<file path="config.mk">
export PLATFORM = sky130hd
export DESIGN_NAME = mul_issue_flat
export DESIGN_NICKNAME = d
export VERILOG_FILES = /design/src/rtl/mul_issue_if.sv /design/src/rtl/mul_issue.sv /design/src/flat_wrapper.sv
export SDC_FILE = /design/constraint.sdc
export NUM_CORES = 1
export LEC_CHECK = 0
export BUFFER_PORTS_ARGS = -buffer_cell sky130_fd_sc_hd__buf_2
export CAP_MARGIN = 10
export CORE_MARGIN = 5
export CORE_UTILIZATION = 50
export CTS_CLUSTER_SIZE = 20
export DETAILED_ROUTE_END_ITERATION = 8
export PLACE_DENSITY_LB_ADDON = 0.08
export SYNTH_ARGS = -nofsm -noshare
export SYNTH_HDL_FRONTEND = slang
export SYNTH_SLANG_ARGS = --single-unit
</file>
<file path="constraint.sdc">
create_clock -name clk -period 3.73 [get_ports clk]
set_input_delay 0.373 -clock clk [delete_from_list [all_inputs] [get_ports clk]]
set_output_delay 0.373 -clock clk [all_outputs]
set_load 0.02 [all_outputs]
</file>
<file path="src/rtl/mul_issue_if.sv">
// mul_issue_if: bundles the request, response and multiplier-side signals of the
// multiply issue stage.
//   flush                  abort the current operation
//   req_valid/req_ready    request handshake; req_op, req_a, req_b, req_tag payload
//   mul_start, mul_in1/2   launch pulse and operand magnitudes to the multiplier
//   mul_done, mul_product  completion pulse and unsigned product from the multiplier
//   rsp_valid/rsp_ready    response handshake; rsp_data, rsp_tag payload
// slave is the issue stage's view; master is the environment's view.
interface mul_issue_if #(
  parameter int unsigned XLEN  = 32,
  parameter int unsigned TAG_W = 5
);
  logic                flush;
  logic                req_valid;
  logic                req_ready;
  logic [1:0]          req_op;
  logic [XLEN-1:0]     req_a;
  logic [XLEN-1:0]     req_b;
  logic [TAG_W-1:0]    req_tag;
  logic                mul_start;
  logic [XLEN-1:0]     mul_in1;
  logic [XLEN-1:0]     mul_in2;
  logic                mul_done;
  logic [2*XLEN-1:0]   mul_product;
  logic                rsp_valid;
  logic                rsp_ready;
  logic [XLEN-1:0]     rsp_data;
  logic [TAG_W-1:0]    rsp_tag;

  modport slave (
    input  flush, req_valid, req_op, req_a, req_b, req_tag,
    input  mul_done, mul_product, rsp_ready,
    output req_ready, mul_start, mul_in1, mul_in2, rsp_valid, rsp_data, rsp_tag
  );

  modport master (
    output flush, req_valid, req_op, req_a, req_b, req_tag,
    output mul_done, mul_product, rsp_ready,
    input  req_ready, mul_start, mul_in1, mul_in2, rsp_valid, rsp_data, rsp_tag
  );
endinterface

</file>
<file path="src/rtl/mul_issue.sv">
// mul_issue: issue/sequencing stage in front of an iterative unsigned multiplier.
// Accepts MUL/MULH/MULHSU/MULHU requests, sends operand magnitudes to the multiplier,
// sign-corrects the 2*XLEN product and returns the selected half with the request tag.
// One operation in flight at a time.
// Ports:
//   clk   clock, rising edge
//   rst   synchronous reset, active-high
//   bus   mul_issue_if.slave: flush, request, multiplier and response signals
module mul_issue #(
  parameter int unsigned XLEN  = 32,
  parameter int unsigned TAG_W = 5
) (
  input logic       clk,
  input logic       rst,
  mul_issue_if.slave bus
);

  localparam int unsigned PW = 2 * XLEN;

  typedef enum logic [2:0] {
    StIdle,
    StIssue,
    StWait,
    StFix,
    StResp,
    StDrain
  } state_e;

  state_e           state_q, state_d;
  logic [1:0]       op_q, op_d;
  logic [TAG_W-1:0] tag_q, tag_d;
  logic             neg_q, neg_d;
  logic [XLEN-1:0]  in1_q, in1_d;
  logic [XLEN-1:0]  in2_q, in2_d;
  logic [XLEN-1:0]  data_q, data_d;
  logic [PW-1:0]    prod_q, prod_d;

  logic             a_signed, b_signed;
  logic             a_neg, b_neg;
  logic [XLEN-1:0]  a_mag, b_mag;
  logic             operand_zero;
  logic [PW-1:0]    prod_fixed;

  // Operand decode for the request currently presented.
  always_comb begin
    a_signed     = (bus.req_op == 2'b01) || (bus.req_op == 2'b10);
    b_signed     = (bus.req_op == 2'b01);
    a_neg        = a_signed && bus.req_a[XLEN-1];
    b_neg        = b_signed && bus.req_b[XLEN-1];
    // The most negative value negates to itself, which is its correct unsigned magnitude.
    a_mag        = a_neg ? -bus.req_a : bus.req_a;
    b_mag        = b_neg ? -bus.req_b : bus.req_b;
    operand_zero = (bus.req_a == '0) || (bus.req_b == '0);
    prod_fixed   = neg_q ? -prod_q : prod_q;
  end

  always_comb begin
    state_d = state_q;
    op_d    = op_q;
    tag_d   = tag_q;
    neg_d   = neg_q;
    in1_d   = in1_q;
    in2_d   = in2_q;
    data_d  = data_q;
    prod_d  = prod_q;

    if (bus.flush) begin
      // A launched multiply must still be drained so its done pulse is not taken as ours.
      unique case (state_q)
        StIssue: state_d = StDrain;
        StWait:  state_d = bus.mul_done ? StIdle : StDrain;
        StDrain: state_d = bus.mul_done ? StIdle : StDrain;
        default: state_d = StIdle;
      endcase
    end else begin
      unique case (state_q)
        StIdle: begin
          if (bus.req_valid) begin
            op_d  = bus.req_op;
            tag_d = bus.req_tag;
            neg_d = a_neg ^ b_neg;
            in1_d = a_mag;
            in2_d = b_mag;
            if (operand_zero) begin
              data_d  = '0;
              state_d = StResp;
            end else begin
              state_d = StIssue;
            end
          end
        end
        StIssue: state_d = StWait;
        StWait: begin
          if (bus.mul_done) begin
            prod_d  = bus.mul_product;
            state_d = StFix;
          end
        end
        StFix: begin
          prod_d  = prod_fixed;
          data_d  = (op_q == 2'b00) ? prod_fixed[XLEN-1:0] : prod_fixed[PW-1:XLEN];
          state_d = StResp;
        end
        StResp: begin
          if (bus.rsp_ready) begin
            state_d = StIdle;
          end
        end
        StDrain: begin
          if (bus.mul_done) begin
            state_d = StIdle;
          end
        end
        default: state_d = StIdle;
      endcase
    end
  end

  always_ff @(posedge clk) begin
    if (rst) begin
      state_q <= StIdle;
      op_q    <= '0;
      tag_q   <= '0;
      neg_q   <= 1'b0;
      in1_q   <= '0;
      in2_q   <= '0;
      data_q  <= '0;
      prod_q  <= '0;
    end else begin
      state_q <= state_d;
      op_q    <= op_d;
      tag_q   <= tag_d;
      neg_q   <= neg_d;
      in1_q   <= in1_d;
      in2_q   <= in2_d;
      data_q  <= data_d;
      prod_q  <= prod_d;
    end
  end

  always_comb begin
    bus.req_ready = (state_q == StIdle);
    bus.mul_start = (state_q == StIssue);
    bus.rsp_valid = (state_q == StResp);
    bus.mul_in1   = in1_q;
    bus.mul_in2   = in2_q;
    bus.rsp_data  = data_q;
    bus.rsp_tag   = tag_q;
  end

endmodule

</file>
<file path="src/flat_wrapper.sv">
// flat-port wrapper written by rule: the top's interface ports become plain ports
module mul_issue_flat 
#(
  parameter int unsigned XLEN  = 32,
  parameter int unsigned TAG_W = 5
)
  (clk, rst, bus_flush, bus_req_valid, bus_req_op, bus_req_a, bus_req_b, bus_req_tag, bus_mul_done, bus_mul_product, bus_rsp_ready, bus_req_ready, bus_mul_start, bus_mul_in1, bus_mul_in2, bus_rsp_valid, bus_rsp_data, bus_rsp_tag);
  mul_issue_if #(.XLEN(XLEN), .TAG_W(TAG_W)) bus_i ();
  input logic clk;
  input logic rst;
  input wire logic [$bits(bus_i.flush)-1:0] bus_flush;
  input wire logic [$bits(bus_i.req_valid)-1:0] bus_req_valid;
  input wire logic [$bits(bus_i.req_op)-1:0] bus_req_op;
  input wire logic [$bits(bus_i.req_a)-1:0] bus_req_a;
  input wire logic [$bits(bus_i.req_b)-1:0] bus_req_b;
  input wire logic [$bits(bus_i.req_tag)-1:0] bus_req_tag;
  input wire logic [$bits(bus_i.mul_done)-1:0] bus_mul_done;
  input wire logic [$bits(bus_i.mul_product)-1:0] bus_mul_product;
  input wire logic [$bits(bus_i.rsp_ready)-1:0] bus_rsp_ready;
  output wire logic [$bits(bus_i.req_ready)-1:0] bus_req_ready;
  output wire logic [$bits(bus_i.mul_start)-1:0] bus_mul_start;
  output wire logic [$bits(bus_i.mul_in1)-1:0] bus_mul_in1;
  output wire logic [$bits(bus_i.mul_in2)-1:0] bus_mul_in2;
  output wire logic [$bits(bus_i.rsp_valid)-1:0] bus_rsp_valid;
  output wire logic [$bits(bus_i.rsp_data)-1:0] bus_rsp_data;
  output wire logic [$bits(bus_i.rsp_tag)-1:0] bus_rsp_tag;
  assign bus_i.flush = bus_flush;
  assign bus_i.req_valid = bus_req_valid;
  assign bus_i.req_op = bus_req_op;
  assign bus_i.req_a = bus_req_a;
  assign bus_i.req_b = bus_req_b;
  assign bus_i.req_tag = bus_req_tag;
  assign bus_i.mul_done = bus_mul_done;
  assign bus_i.mul_product = bus_mul_product;
  assign bus_i.rsp_ready = bus_rsp_ready;
  assign bus_req_ready = bus_i.req_ready;
  assign bus_mul_start = bus_i.mul_start;
  assign bus_mul_in1 = bus_i.mul_in1;
  assign bus_mul_in2 = bus_i.mul_in2;
  assign bus_rsp_valid = bus_i.rsp_valid;
  assign bus_rsp_data = bus_i.rsp_data;
  assign bus_rsp_tag = bus_i.rsp_tag;
  mul_issue #(.XLEN(XLEN), .TAG_W(TAG_W)) u_core (.clk(clk), .rst(rst), .bus(bus_i));
endmodule
</file>
==> results.md <==
- Rows: 52
- Tcrit/Tclk final: about four fifths
- Die area: between 20000 and 25000 um2
- Initial antenna violation count: 3
- WL met2: around 17000 um
- ANT nets after route: 0
- Via count: 11100
- Drt total wl: between 30000 and 40000 um
- Share of layout cells above drive strength 1: 21.6%
- Power per cell area: 401 nW/um2
- Largest cells by area after synthesis: dfxtp_1, nor2_1, a21oi_1
- Placed instance area: around 12000 um2
- CP max FO: 20
- WL met1: around 14000 um
- Fin area: ~12000 um2
- Setup CP Type: reg -> reg
- Internal Pwr Total: 0.00325 W
- Fin. max-slew vios: 0
- Pin slew with the least headroom to its limit: between 1000 and 1500 ps
- PortBufs: 244
- Critical Path Sink: u_core.bus.rsp_data[3]$_SDFFE_PP0P_
- CTS tree: done
- Ys Warns: 0
- WL met3: roughly 3300 um
- Post-synth EDFFs: 0
- CTS resizes: 0
- Seq pwr share: between 40% and 50%
- Sw Share: about a third
- Post-DP HPWL: approximately 25000 um
- Clock Pin Slew Worst Setup and Hold Paths: 70 ps
- Gate power share: 24.6%
- Clock power frac: between 30% and 40%
- RD Place Congestion: 0.948
- Remaining DRCs: 0
- TritonRoute pass-1 iters: 6
- Vias in the first global route: between 10000 and 15000
- Syn Inst Count: around 1400
- Final setup viols: 0
- Syn_nets: ~1500
- DIE HEIGHT: about 150 um
- CTS Buf Count: 17
- CORE AREA: approximately 20000 um2
- Drt initial violations: about 810
- Leading area contributor after synthesis: dfxtp_1
- R2R cell count: 8
- Setup TNS: 0 ps
- Flops & latches, synth: ~170
- Num Clock Sinks: between 150 and 200
- Hold WC Path Type: in -> reg
- Max frequency: about 330 MHz
- Sequential area share after synthesis: roughly a third
- WP data arrival: between 3000 and 4000 ps
- Clock Path Buffers: 2
- # IOs: 245
- Tot Pwr: between 0.004 and 0.005 W
- Post-synth top area share: 32.9%
- Vias per cell: 6.11
- CP Launch Point: u_core.prod_q[7]$_SDFFE_PP0N_
- R2r setup slk: between 700 and 800 ps
- Max-Cap Viols: 0
- Max layer used: met5
- Syn_area_per_cell: 7.63 um2
- Unrepaired setup endpoints after global routing: no
- Switch Pwr: between 0.0015 and 0.002 W
- Worst r2r src: u_core.prod_q[7]$_SDFFE_PP0N_
- Minimum hold slack: ~160 ps
- Yosys cell types: slightly above 70
- Tot GR Track Use: ~29%
- Clock Latency Late Sink: between 400 and 500 ps
- VDD IR max: between 0.2 and 0.3 mV
- CP Launch Type: register
- Clk root buf: clkbuf_16
- Async SR Flop Fraction: 0%
- Die span in x: 154 um
- Slew headroom: ~11%
- Endpoint type of the worst setup path: register
- Min Tclk post-route: 3010 ps
- WP data required: approximately 4100 ps
- Leak: slightly above 5 nW
- # hold bufs at CTS: 0
- Ys flop type: dfxtp_1
- Final-report hold violation count: 0
- Initial core utilization: approximately half
- Wirelength per Cell: 19.6 um
- GR Overflow Total: 0
- First-pass GRT wire length: around 56000 um
- Core Util, Final: roughly 60%
- Post-Syn Area: 10400 um2
- Layout area overhead: 18.0%
- NumNets Final: around 1700
- R2R Path End: u_core.bus.rsp_data[3]$_SDFFE_PP0P_
- Setup bufs post-CTS: 0
- H-tree levels: 4
- Largest net degree at the start of global routing: approximately 110
- Status: complete, no violations
- Clock skew: between 9 and 10 ps
[cell usage in the layout, fill, tap and decap left out, types with 43 or more instances in the layout]
master / count
a211oi_1: 51
a21oi_1: 113
buf_2: 243
dfxtp_1: 170
nand2_1: 136
nor2_1: 154
nor3_1: 43
o21ai_0: 91
xnor2_1: 50
xor2_1: 50
[sequential cells by signal, indices dropped and copies added, names as in the netlist]
name,count
u_core.bus.mul_in2,32
u_core.prod_q,64
u_core.bus.rsp_data,32
u_core.state_q,3
u_core.bus.mul_in1,32
u_core.neg_q,1
u_core.bus.rsp_tag,5
u_core.op_q,2
[power by group through the flow]
stage | Sequential, W | Combinational, W | Clock (W)
6_report | 0.00199 | 0.00121 | 0.00172
4_1_cts | 0.00199 | 0.00120 | 0.00174
3_3_place_gp | 0.00203 | 0.00119 | 0
3_5_place_dp | 0.00203 | 0.00120 | 0
2_1_floorplan | 0.00211 | 0.000711 | 0
5_1_grt | 0.00201 | 0.00132 | 0.00181
[critical path, cell delays in order, from the launching register on]
cell and delay (ps):
dfxtp_1 380, or4_4 620, nor4_4 420, nand4_1 150
buf_4 280, or4_4 450, nand2_1 100, xnor2_1 150
a221o_1 350
[kinds of logic after synthesis]
family | Yosys count | synth area share, %
AO/OA/AOI/OAI | 439 | 28.5
XOR/XNOR | 100 | 8.42
adder cells (fa/ha/maj) | 4 | 0.481
buffers and inverters | 131 | 4.91
flip-flops | 171 | 32.9
multiplexers | 8 | 0.770
AND/OR/NAND/NOR | 511 | 24.0
[per-stage QoR]
stage / std cells / setup WS, ps
final: 1816 / 719
after global routing: 1816 / 392
after CTS: 1815 / 745
after detailed placement: 1784 / 434
after global placement: 1784 / 528
after floorplan: 1364 / 1020
[layer usage]
metal  track usage [%]  vias to the layer above
met2              46.2                      507
li1                  -                     5371
met5                 0                        -
met3              7.85                       70
met4              11.9                        4
met1              36.1                     5136
[Yosys cell counts (5+ instances only)]
| cell | instances |
|---|---|
| nand4_1 | 14 |
| inv_1 | 13 |
| xnor2_1 | 50 |
| xor2_1 | 50 |
| and3_1 | 14 |
| o22ai_1 | 8 |
| a22o_1 | 16 |
| nor3b_1 | 6 |
| buf_1 | 11 |
| a221o_1 | 10 |
| o41ai_1 | 11 |
| nand2b_1 | 9 |
| a2bb2oi_1 | 10 |
| a22oi_1 | 6 |
| nor3_1 | 44 |
| or2_2 | 9 |
| dfxtp_1 | 171 |
| mux2i_1 | 8 |
| a21oi_1 | 114 |
| or4_1 | 17 |
| clkbuf_1 | 99 |
| o211ai_1 | 10 |
| o21ai_0 | 91 |
| a21o_1 | 5 |
| nor4_1 | 31 |
| or3_1 | 18 |
| a211oi_1 | 51 |
| nand2_1 | 136 |
| o31ai_1 | 24 |
| nor2_1 | 156 |
| a31oi_1 | 27 |
| nand3_1 | 35 |
[cell type report]
| cell class | count | area, um2 |
|---|---|---|
| Clock buffer | 21 | 470 |
| Timing Repair Buffer | 268 | 1420 |
| Multi-Input combinational cell | 1062 | 6490 |
| Sequential cell | 171 | 3420 |
| Antenna cell | 1 | 2.50 |
| Fill cell | 1933 | 8090 |
| Tap cell | 270 | 338 |
| Clock inverter | 10 | 81.3 |
| Inverter | 13 | 48.8 |
[worst min-delay path by stage]
stage                                              start                              endpoint  slack, ps  depth (start not counted)
global route                              bus_req_tag[1]    u_core.bus.rsp_tag[1]$_SDFFE_PP0P_        170                          3
CTS                                       bus_req_tag[3]    u_core.bus.rsp_tag[3]$_SDFFE_PP0P_        150                          3
detailed placement  u_core.bus.rsp_data[12]$_SDFFE_PP0P_  u_core.bus.rsp_data[12]$_SDFFE_PP0P_        440                          1
global placement     u_core.bus.rsp_data[4]$_SDFFE_PP0P_   u_core.bus.rsp_data[4]$_SDFFE_PP0P_        430                          1
floorplan                    u_core.op_q[0]$_SDFFE_PP0P_           u_core.op_q[0]$_SDFFE_PP0P_        440                          2
finish                                    bus_req_tag[1]    u_core.bus.rsp_tag[1]$_SDFFE_PP0P_        160                          3
(Power assumes the default switching activity.)
